`src/rtl/operand_skew_buffer.sv`:
```
// operand_skew_buffer
//   Stages N operand words (one A row + one B row each) and replays them as
//   diagonally skewed wavefronts over 2N-1 read steps. At step t, A lane i
//   carries A[i][t-i] and B lane j carries B[t-j][j], or 0 outside the matrix.
//   The result is that PE(i,j) sees A[i][k] and B[k][j] on the same cycle.
// Ports
//   i_clk, i_rst_n     clock, async active-low hard reset
//   buff_rst_n         sync active-low soft clear (counters + lanes)
//   buff_wr, i_wr_data write strobe; word = {B row, A row}, element 0 at LSB
//   buff_rd            read-step strobe (1-cycle latency to lanes)
//   o_a_lanes          lane i -> array row i
//   o_b_lanes          lane j -> array column j
//   o_lanes_valid      lanes hold a read step this cycle
//   buff_is_full       all N words stored
//   buff_is_empty      no read step available (includes partial fill)
//   o_wr_count         words stored

// Picks src[t-LANE] when that index is inside the vector, else 0.
module operand_skew_lane #(
  parameter int N    = 4,
  parameter int DW   = 8,
  parameter int LANE = 0,
  parameter int SW   = 3
) (
  input  logic [SW-1:0]         step,
  input  logic [N-1:0][DW-1:0]  src,
  output logic [DW-1:0]         elem
);
  always_comb begin
    elem = '0;
    for (int k = 0; k < N; k++)
      if (int'(step) == LANE + k) elem = src[k];
  end
endmodule

module operand_skew_buffer #(
  parameter int N  = 4,
  parameter int DW = 8
) (
  input  logic                     i_clk,
  input  logic                     i_rst_n,
  input  logic                     buff_rst_n,
  input  logic                     buff_wr,
  input  logic [2*N*DW-1:0]        i_wr_data,
  input  logic                     buff_rd,
  output logic [N*DW-1:0]          o_a_lanes,
  output logic [N*DW-1:0]          o_b_lanes,
  output logic                     o_lanes_valid,
  output logic                     buff_is_full,
  output logic                     buff_is_empty,
  output logic [$clog2(N+1)-1:0]   o_wr_count
);
  localparam int CW   = $clog2(N+1);
  localparam int SW   = $clog2(2*N);
  localparam int LAST = 2*N-1;

  // [row][element]
  logic [N-1:0][N-1:0][DW-1:0] a_mem, b_mem;
  // b_mem transposed: [column][k], so each B lane walks down its column
  logic [N-1:0][N-1:0][DW-1:0] b_col;

  logic [CW-1:0]          wr_cnt;
  logic [SW-1:0]          rd_step;
  logic [N-1:0][DW-1:0]   wr_a, wr_b;
  logic [N-1:0][DW-1:0]   a_nxt, b_nxt, a_q, b_q;
  logic                   vld_q;
  logic                   full, empty, wr_acc, rd_acc;

  assign wr_a = i_wr_data[N*DW-1:0];
  assign wr_b = i_wr_data[2*N*DW-1:N*DW];

  assign full   = (wr_cnt == CW'(N));
  assign empty  = !full || (rd_step == SW'(LAST));
  // Acceptance hinges on full, so a write and a read never both land.
  assign wr_acc = buff_wr && !full;
  assign rd_acc = buff_rd && !empty;

  for (genvar g = 0; g < N; g++) begin : g_lane
    for (genvar h = 0; h < N; h++) begin : g_tr
      assign b_col[g][h] = b_mem[h][g];
    end
    operand_skew_lane #(.N(N), .DW(DW), .LANE(g), .SW(SW)) u_a (
      .step (rd_step),
      .src  (a_mem[g]),
      .elem (a_nxt[g])
    );
    operand_skew_lane #(.N(N), .DW(DW), .LANE(g), .SW(SW)) u_b (
      .step (rd_step),
      .src  (b_col[g]),
      .elem (b_nxt[g])
    );
  end

  always_ff @(posedge i_clk or negedge i_rst_n) begin
    if (!i_rst_n) begin
      a_mem   <= '0;
      b_mem   <= '0;
      wr_cnt  <= '0;
      rd_step <= '0;
      a_q     <= '0;
      b_q     <= '0;
      vld_q   <= 1'b0;
    end else if (!buff_rst_n) begin
      // memory is left alone; it is rewritten before it can be read again
      wr_cnt  <= '0;
      rd_step <= '0;
      a_q     <= '0;
      b_q     <= '0;
      vld_q   <= 1'b0;
    end else begin
      if (wr_acc) begin
        for (int r = 0; r < N; r++)
          if (wr_cnt == CW'(r)) begin
            a_mem[r] <= wr_a;
            b_mem[r] <= wr_b;
          end
        wr_cnt <= wr_cnt + CW'(1);
      end
      // Lanes are not held between reads: a missing read is a zero bubble.
      if (rd_acc) begin
        a_q     <= a_nxt;
        b_q     <= b_nxt;
        vld_q   <= 1'b1;
        rd_step <= rd_step + SW'(1);
      end else begin
        a_q   <= '0;
        b_q   <= '0;
        vld_q <= 1'b0;
      end
    end
  end

  assign o_a_lanes     = a_q;
  assign o_b_lanes     = b_q;
  assign o_lanes_valid = vld_q;
  assign buff_is_full  = full;
  assign buff_is_empty = empty;
  assign o_wr_count    = wr_cnt;
endmodule

```
`config.mk`:
```
export PLATFORM = sky130hd
export DESIGN_NAME = operand_skew_buffer
export DESIGN_NICKNAME = d
export VERILOG_FILES = /design/src/rtl/operand_skew_buffer.sv
export SDC_FILE = /design/constraint.sdc
export NUM_CORES = 1
export LEC_CHECK = 0
export ABC_AREA = 1
export CORE_MARGIN = 5
export CORE_UTILIZATION = 40
export DETAILED_ROUTE_END_ITERATION = 7
export PLACE_DENSITY = 0.7
export SYNTH_ARGS = -nofsm -noshare
export SYNTH_HDL_FRONTEND = slang
export SYNTH_HIERARCHICAL = 1
export SYNTH_SLANG_ARGS = --single-unit
```
`constraint.sdc`:
```
create_clock -name i_clk -period 2 [get_ports i_clk]
set_input_delay 0.3 -clock i_clk [delete_from_list [all_inputs] [get_ports i_clk]]
set_output_delay 0.3 -clock i_clk [all_outputs]
set_load 0.005 [all_outputs]
```
==> results.txt <==
Setup slack on the worst reg-to-reg path comes out at 0.16 ns. The remaining antenna violation count after routing is 0. Setup violations remaining at the end of the flow were counted as 0. The starting density of the core is 0.405. The critical path class is reg2out. Setup repair after global routing left no endpoint under its margin.

In this run, synthesis produced a sequential element count of 327. The max-slew violation total from the final report is 0. Entering global routing, the biggest net connects 79 pins.

The power density normalized to cell area came out at a little under 1000 nW/µm². The final hold slack came out at roughly 0.28 ns. The synthesized cell area came out at 15700 µm². The first-pass GRT wire length is 71600 µm. The post-layout instance area is 18900 µm². The total congestion overflow after global routing came out at 0. The number of antenna violations at the first check in global routing came to 0. The min-delay analysis places its worst path in the category in2async. The highest ir drop seen on vdd came out at 0.545 mV. STA classifies the critical path startpoint as a flip-flop. The height of the die is 208 µm.

The run finished with clean final reports. Timing would allow up to 532 MHz. The detailed-placement wirelength estimate came out at between 20000 and 30000 µm. In the global route stage, overall resource usage came out at 0.201. In this run the count of I/O pins placed on the die edge is between 100 and 150.

In the routed design, unresolved DRC markers number 0. The detailed-route wire length came out at 44300 µm. The clock passes through at most 3 buffers. After detailed routing, the average wire length per cell comes to between 15 and 20 µm. Of all cell types, the one taking the most synthesized area is dfrtp_1. STA puts the critical path data arrival time at 1.58 ns. The longest individual stage delay on the worst path is 0.49 ns. The clock latency on the worst-skew pair came out at 0.54 ns. The CTS tree is done. The actual transition at the worst max-transition pin came out at 0.492 ns. The required time of the worst setup path is 1.70 ns. The kind of cell with the highest combined delay along the critical path is flip-flops.

The fraction of final layout cells with drive strength greater than 1 came out at 0.0812. In this run the static leakage power is 8.68 nW. At the end of routability-driven placement, the weighted congestion stood at between 0.8 and 0.9. The deepest level of the CTS H-tree is 2. The via count of the routed design is around 13000. Yosys printed 6 warnings. The via count normalized by instance count is 5.35. The initialized floorplan defines between 70 and 80 standard-cell rows. The count of routing violations after the opening detailed-route iteration came out at 1142.

The number of port buffers came out at 138. Sorting the synthesized cells by area gives the leading types as dfrtp_1 52%, nand4_1 9.7%, nand2_1 9.4%. The buffer cell driving the clock tree root is clkbuf_16.

The number of distinct standard cells referenced by the synthesized netlist came out at 24. The clock-pin slew on the worst setup and hold paths came out at 0.06 ns. The die area came out at 43400 µm². The area after detailed placement is approximately 18000 µm². Counting stages on the worst path, the most repeated cell is ha_4.

The worst setup path is captured at an output pin. Counting the fill cells in the layout gives around 3600. Measured against its own limit, the worst slew margin works out to 0.672. Of all nets on the critical path, the largest fanout is 2.

The number of nets in the layout is 1995. The total inserted antenna cells came out at 0. The master of the slowest instance on the critical path is dfrtp_4. The layout overhead on the synthesized area came out at 19.8%. The average instance in the mapped netlist occupies 8.66 µm². Max-cap violations in this run came to 0. For this run, the detailed router's first-pass iteration total came to 5. The synthesized net count came out at between 1500 and 2000. The clock skew after layout is 0.0254 ns. The final period utilization is 0.940. The critical path goes through ha_4 > ha_4 > nor2_4 > inv_1 > clkbuf_2. After floorplanning, the core was sized to cover 38800 µm². The final hold violation count is 0. The number of global-route vias before repair came to 12900.

The share of synthesized area in the top cell type comes to 0.520. The critical path contains buffers and inverters numbering 2 combined. The number of clock buffers inserted by TritonCTS came out at 38. Counting every sink on the clock net gives 327. The final critical-path required period is 1.88 ns.

The sequential-to-total area share from yosys stat is 0.520. The die width is 208 µm. The final total power came out at 18.7 mW.

The cell count after synthesis is 1818.
==> cell usage after synthesis <==
master	count
buf_1	7
clkbuf_1	20
o21ai_0	128
nand3_2	1
inv_1	273
inv_6	2
nor2_2	1
nor2_1	68
buf_4	10
o21bai_1	128
nand4_1	243
buf_2	49
nand2_1	395
buf_6	42
nand3_1	84
nor2_4	12
ha_1	7
inv_2	12
dfrtp_1	327
inv_4	2
a21oi_1	1
o21ai_1	3
nand2_2	1
clkbuf_4	2
==> registers in the layout, summed over array words and instances (netlist names) <==
name and flops:
b_col 128, a_mem 128, o_lanes_valid 1, o_a_lanes 32, rd_step 3, o_b_lanes 32, o_wr_count 3
==> cells by family after synthesis <==
logic type                 after synthesis  share of synthesized area
and+or+nand+nor                        805                      0.244
buffers and inverters                  419                      0.128
adders and majority gates                7                    0.00557
DFF                                    327                      0.520
AOI/OAI and AO/OA                      260                      0.103
==> what timing repair did <==
| item | in CTS | in global routing |
|---|---|---|
| setup endpoints to repair | 2 | 1 |
| resized for setup | 14 | 1 |
| buffers inserted | 5 | 0 |
| cloned | 0 | 0 |
| hold endpoints to repair | 40 | 0 |
| hold buffers | 1 | 0 |
| pin swaps | 2 | 0 |
==> path summary, 6_finish.rpt <==
path,from,endpoint,cells after the start
min in group i_clk,i_wr_data[41],b_col[41]$_DFFE_PN0P_,3
max in group asynchronous,i_rst_n,b_col[102]$_DFFE_PN0P_,3
worst min-delay path,i_rst_n,o_b_lanes[21]$_DFF_PN0_,2
worst max-delay path,rd_step[0]$_DFFE_PN0P_,buff_is_empty,5
worst min register to register,a_mem[17]$_DFFE_PN0P_,a_mem[17]$_DFFE_PN0P_,2
worst max register to register,rd_step[1]$_DFFE_PN0P_,o_a_lanes[19]$_DFF_PN0_,7
==> report_power, final <==
group	switching, mW	leakage [nW]	internal, mW
combinational	1.50	3.90	1.34
sequential	0.816	4.15	8.11
clock	2.77	0.622	4.13
==> routing by layer <==
| metal | vias to the layer above | GRT usage | share of wire |
|---|---|---|---|
| li1 | 6160 | - | - |
| met1 | 6365 | 0.283 | 0.43 |
| met2 | 566 | 0.319 | 0.46 |
| met3 | 96 | 0.0330 | 0.077 |
| met4 | 0 | 0.0655 | 0.032 |
| met5 | - | 0 | 0 |
==> final cells by class <==
class	count	area, µm²	area share
sequential	327	8190	0.435
clock inverter	14	141	0.00750
tap	518	648	0.0344
inverter	289	1100	0.0583
multi-input combinational	1072	5620	0.298
clock buffer	53	1110	0.0587
timing repair buffer	191	2040	0.108
==> stage by stage <==
step,setup TNS (ns),utilization,std cells,setup slack (ns)
final,0,0.486,2464,0.119
after global routing,0,0.486,2464,0.0505
after global placement,0,0.451,2391,0.118
after detailed placement,0,0.451,2391,0.125
after floorplan,0,-,1818,0.319
after CTS,-0.0155,0.486,2464,-0.0155
==> layout by cell type, fill, tap and decap left out, types with 2 or more instances in the layout <==
cell,count
inv_6,4
buf_12,21
ha_1,4
clkdlybuf4s50_1,135
dfrtp_1,324
ha_4,3
dfrtp_4,3
bufinv_16,2
clkbuf_16,38
nor2_1,68
clkbuf_8,10
o21ai_0,128
o21ai_1,3
nand4_1,243
nor2_4,13
inv_4,2
inv_2,14
o21bai_1,128
nand3_1,83
buf_4,31
inv_1,271
clkbuf_1,5
clkinv_2,8
nand2_1,393
nand2_2,2
No activity file was read; power rests on OpenSTA's default activity.
